==> config.mk <==
export PLATFORM = sky130hd
export DESIGN_NAME = shared_reg_arb
export DESIGN_NICKNAME = d
export VERILOG_FILES = /design/src/rtl/shared_reg_arb.sv
export SDC_FILE = /design/constraint.sdc
export NUM_CORES = 1
export LEC_CHECK = 0
export CORE_MARGIN = 3
export CORE_UTILIZATION = 52
export DETAILED_ROUTE_END_ITERATION = 16
export DONT_BUFFER_PORTS = 1
export HOLD_SLACK_MARGIN = 0.15
export PLACE_DENSITY = 0.71
export SYNTH_ARGS = -nofsm -noshare
export SYNTH_HDL_FRONTEND = slang
export SYNTH_SLANG_ARGS = --single-unit
==> constraint.sdc <==
create_clock -name clk_i -period 7.1 [get_ports clk_i]
set_clock_uncertainty 0.05 [all_clocks]
set_input_delay 1.42 -clock clk_i [delete_from_list [all_inputs] [get_ports clk_i]]
set_output_delay 1.42 -clock clk_i [all_outputs]
set_load 0.03 [all_outputs]
==> src/rtl/shared_reg_arb.sv <==
// Round-robin arbiter in front of a bank of enable-flop configuration registers.
// Optional owner lock enabled by defining SHARED_REG_ARB_LOCK_EN.
module shared_reg_arb #(
    parameter int REQ_NUM    = 4,
    parameter int DATA_WIDTH = 32,
    parameter int ADDR_WIDTH = 3
) (
    input  logic                                   clk_i,
    input  logic                                   rst_n_i,
    input  logic [REQ_NUM-1:0]                     req_i,
    input  logic [REQ_NUM-1:0]                     we_i,
    input  logic [REQ_NUM*ADDR_WIDTH-1:0]          addr_i,
    input  logic [REQ_NUM*DATA_WIDTH-1:0]          wdata_i,
`ifdef SHARED_REG_ARB_LOCK_EN
    input  logic [REQ_NUM-1:0]                     lock_i,
    output logic [0:0]                             dbg_lock_state_o,
    output logic [$clog2(REQ_NUM)-1:0]             dbg_owner_o,
`endif
    output logic [REQ_NUM-1:0]                     gnt_o,
    output logic [REQ_NUM-1:0]                     rvalid_o,
    output logic [DATA_WIDTH-1:0]                  rdata_o,
    output logic [(2**ADDR_WIDTH)*DATA_WIDTH-1:0]  reg_o
);
    localparam int REG_NUM = 2**ADDR_WIDTH;
    localparam int PTR_W   = $clog2(REQ_NUM);

    // Handshake: req_i[k] is a valid held until granted; gnt_o[k] is the ready.
    // An access transfers at the clock edge where req_i[k] & gnt_o[k] is high.

    logic [PTR_W-1:0]      ptr_q, ptr_d, winner, next_ptr;
    logic                  found;
    logic [REQ_NUM-1:0]    rvalid_q, rvalid_d;
    logic [DATA_WIDTH-1:0] rdata_q, rdata_d;
    logic [DATA_WIDTH-1:0] bank_q [REG_NUM];
    logic [DATA_WIDTH-1:0] bank_d;
    logic [REG_NUM-1:0]    bank_en;
    logic                  sel_we;
    logic [ADDR_WIDTH-1:0] sel_addr;

`ifdef SHARED_REG_ARB_LOCK_EN
    localparam logic [0:0] ST_UNLOCKED = 1'b0;
    localparam logic [0:0] ST_LOCKED   = 1'b1;
    logic [0:0]       state_q, state_d;
    logic [PTR_W-1:0] owner_q, owner_d;
`endif

    always_comb begin
        gnt_o  = '0;
        winner = ptr_q;
        found  = 1'b0;
        for (int i = 0; i < REQ_NUM; i++) begin
            int               idx;
            logic [PTR_W-1:0] cand;
            idx = int'(ptr_q) + i;
            if (idx >= REQ_NUM) idx = idx - REQ_NUM;
            cand = PTR_W'(idx);
            if (!found && req_i[cand]) begin
                found  = 1'b1;
                winner = cand;
            end
        end
`ifdef SHARED_REG_ARB_LOCK_EN
        // A locked bank serves only its owner regardless of the pointer.
        if (state_q == ST_LOCKED) begin
            winner = owner_q;
            found  = req_i[owner_q];
        end
`endif
        if (found) gnt_o[winner] = 1'b1;
    end

    always_comb begin
        sel_we   = we_i[winner];
        sel_addr = addr_i[int'(winner)*ADDR_WIDTH +: ADDR_WIDTH];
        bank_d   = wdata_i[int'(winner)*DATA_WIDTH +: DATA_WIDTH];
        next_ptr = (int'(winner) == REQ_NUM-1) ? '0 : winner + PTR_W'(1);
        ptr_d    = found ? next_ptr : ptr_q;
        rvalid_d = '0;
        rdata_d  = rdata_q;
        bank_en  = '0;
        if (found && sel_we) bank_en[sel_addr] = 1'b1;
        if (found && !sel_we) begin
            rvalid_d = gnt_o;
            rdata_d  = bank_q[sel_addr];
        end
`ifdef SHARED_REG_ARB_LOCK_EN
        state_d = state_q;
        owner_d = owner_q;
        if (found) begin
            if (state_q == ST_LOCKED) begin
                ptr_d = ptr_q;
                if (!lock_i[winner]) begin
                    state_d = ST_UNLOCKED;
                    ptr_d   = next_ptr;
                end
            end else if (lock_i[winner]) begin
                state_d = ST_LOCKED;
                owner_d = winner;
            end
        end
`endif
    end

    always_ff @(posedge clk_i or negedge rst_n_i) begin
        if (!rst_n_i) begin
            ptr_q    <= '0;
            rvalid_q <= '0;
            rdata_q  <= '0;
            for (int r = 0; r < REG_NUM; r++) bank_q[r] <= '0;
`ifdef SHARED_REG_ARB_LOCK_EN
            state_q  <= ST_UNLOCKED;
            owner_q  <= '0;
`endif
        end else begin
            ptr_q    <= ptr_d;
            rvalid_q <= rvalid_d;
            rdata_q  <= rdata_d;
            for (int r = 0; r < REG_NUM; r++) begin
                if (bank_en[r]) bank_q[r] <= bank_d;
            end
`ifdef SHARED_REG_ARB_LOCK_EN
            state_q  <= state_d;
            owner_q  <= owner_d;
`endif
        end
    end

    assign rvalid_o = rvalid_q;
    assign rdata_o  = rdata_q;
`ifdef SHARED_REG_ARB_LOCK_EN
    assign dbg_lock_state_o = state_q;
    assign dbg_owner_o      = owner_q;
`endif

    for (genvar r = 0; r < REG_NUM; r++) begin : g_reg_out
        assign reg_o[r*DATA_WIDTH +: DATA_WIDTH] = bank_q[r];
    end
endmodule

==> results.py <==
metrics = {
    "worst_setup_path": {
        "cp_max_fo": 46,
        "crit_chain": "nor2b_1 -> a2111oi_0 -> nor2_4 -> inv_2 -> buf_4 -> ha_1 -> and2_1",
        "worstSetupPathType": "primary input to output port",
        "cp.required_ns": 5.63,
        "cp_slowest_cell": "a2111oi_0",
        "max_stage_delay_ns": 0.69,
        "critPathArrivalTime_ns": 4.17,
        "start_kind": "primary input",
        "cp-end-kind": "output port",
    },
    "yosys": {
        "yosys_warnings": 0,
        "netlist_top_cells_area": "dfrtp_1 52%, mux2_2 22%, mux2i_1 7.4%, nand2_1 3.5%, a31oi_1 2.8%",
        "synth_top_cell_by_area": "dfrtp_1",
        "ys_ff_latch": 294,
        "synth_commonest_cells": "294 x dfrtp_1, 273 x mux2_2, 134 x nand2_1",
        "netlist_instances": 1143,
        "avgSynthCellArea_um2": 12.5,
        "synth_flop_cell": "dfrtp_1",
        "yosysUniqueCellTypes": 36,
        "synth_edf_count": 0,
        "synth.most_common_cell": "dfrtp_1",
        "synth_top_area_share_pct": 51.7,
        "async_flop_share_pct": 100,
        "netlist_area_um2": 14200,
        "seq_area_frac_synth_pct": 51.7,
        "syn_nets": 1297,
    },
    "clock_network": {
        "cts_made_buffers": 31,
        "cts.repair.resized": 0,
        "cts_buffer_depth": 3,
        "cts.sinks": 294,
        "cts_tree": "done",
        "h-tree-depth": 1,
        "cts_hold_buf": 0,
        "clock_latency_ns": 0.56,
        "path_clk_slew_ns": 0.06,
        "cts-root-buf": "clkbuf_16",
        "postCtsSetupBuffers": 0,
    },
    "layout": {
        "area_growth_syn_to_layout_pct": 9.06,
        "nFillCells": 2179,
        "final_cells": 1475,
        "layout.nets": 1272,
        "drive_above_1_share_pct": 32.0,
        "antenna_cells": 0,
    },
    "drt": {
        "drt_pre_antenna_iters": 5,
        "drtIter0Drc": 599,
        "drcViolationCount": 0,
        "wl_per_cell_um": 30.0,
        "drtAntennaViolNets": 0,
        "vias": 9544,
        "wirelength_um": 44300,
        "viasPerCell": 6.47,
    },
    "grt": {
        "grt_pass1_wl_um": 64100,
        "antenna_found_initial": 0,
        "globalRoute.totalOverflow": 0,
        "grt_pass1_vias": 9761,
        "grt_max_degree": 295,
        "grtUsageTotal_pct": 28.9,
    },
    "timing": {
        "final.min_clock_period_ns": 5.64,
        "setup_viol": 0,
        "tightestPinTransition_ns": 1.08,
        "rsz0062_at_grt": "false",
        "timing.final.ws_setup_ns": 1.46,
        "relSlewSlack_pct": 27.8,
        "finalHoldViolations": 0,
        "fmax_mhz": 177,
        "hold_ws_ns": 0.512,
        "fin_crit_sh_pct": 79.4,
        "tns_ns": 0,
        "slew_viol_final": 0,
    },
    "floorplan": {
        "die_w_um": 171,
        "fp.dieArea_um2": 29400,
        "core_um2": 26500,
        "io_pins": 446,
        "rows": 59,
        "start_util_pct": 53.7,
        "die_y_um": 171,
    },
    "placement": {
        "dp.cells": 1420,
        "place_ws_ns": 1.43,
        "gp_congestion": 0.823,
        "dp_hpwl_um": 29400,
        "io_buffers": 0,
    },
    "run": {
        "maxCapViolCount": 0,
    },
    "worst_hold_path": {
        "hp-class": "primary input to asynchronous set/reset pin",
    },
    "status": {
        "outcome": "finished clean",
    },
}
-- path summary, 6_finish.rpt --
path | from | endpoint | cells past startpoint | slack, ns
setup / recovery | req_i[2] | gnt_o[1] | 7 | 1.46
hold / removal | rst_n_i | reg_o[113]$_DFFE_PN0P_ | 0 | 0.51
setup reg to reg | ptr_q[1]$_DFFE_PN0P_ | reg_o[194]$_DFFE_PN0P_ | 10 | 2.44
min in group clk_i | ptr_q[0]$_DFFE_PN0P_ | ptr_q[0]$_DFFE_PN0P_ | 2 | 0.57
hold reg to reg | ptr_q[0]$_DFFE_PN0P_ | ptr_q[0]$_DFFE_PN0P_ | 2 | 0.57
max in group asynchronous | rst_n_i | reg_o[224]$_DFFE_PN0P_ | 0 | 6.12
-- sequential cells by signal, indices dropped and copies added, names as in the netlist --
signal,flops
reg_o,256
rdata_o,32
rvalid_o,4
ptr_q,2
-- stage by stage --
step	util [%]	area [µm²]
floorplan	-	14200
global placement	54.8	14500
detailed placement	54.8	14500
CTS	58.6	15500
global route	58.6	15500
finish	58.6	15500
-- cells by family (layout without fill, tap and decap cells) --
kind of cell / after synthesis / count (layout) / synth area share [%]
multiplexers: 394 / 394 / 30.2
buffers and inverters: 84 / 81 / 2.86
adder cells (fa/ha/maj): 4 / 4 / 0.352
flip-flops: 294 / 294 / 51.7
AO/OA/AOI/OAI: 138 / 138 / 7.37
AND/OR/NAND/NOR: 229 / 229 / 7.50
-- worst max-delay path: cells and delay by family --
family          cells  cell delay, ns
simple gates        3            0.82
buf+inv             2            0.97
fa+ha+maj           1            0.23
compound gates      1            0.69
-- cells in the final DEF (no fill, tap or decap), drive strengths merged, types with 2 or more instances in the layout --
cell,n
a21oi,2
a2bb2oi,33
a31oi,64
and2,8
and3,32
buf,23
clkbuf,46
clkinv,4
clkinvlp,3
dfrtp,294
ha,4
inv,4
mux2,289
mux2i,105
nand2,134
nand2b,2
nor2,40
nor2b,4
nor4,4
o21ai,2
o22a,32
-- layer usage --
metal  track usage [%]  wire, µm
met5                 0         0
met3              10.9      4580
met1              33.3     16100
met4              7.56      1090
met2              50.9     22500
-- cell type report --
type	count	area, µm²	area share [%]
Clock buffer	46	922	5.94
Clock inverter	9	81.3	0.524
Inverter	3	11.3	0.0725
Multi-Input combinational cell	765	6540	42.1
Sequential cell	294	7360	47.4
Tap cell	335	419	2.70
Timing Repair Buffer	23	198	1.27
Power is left out: the tool's default activity adds up to more than one toggle a clock period on the data nets, which glitch-free logic cannot reach.
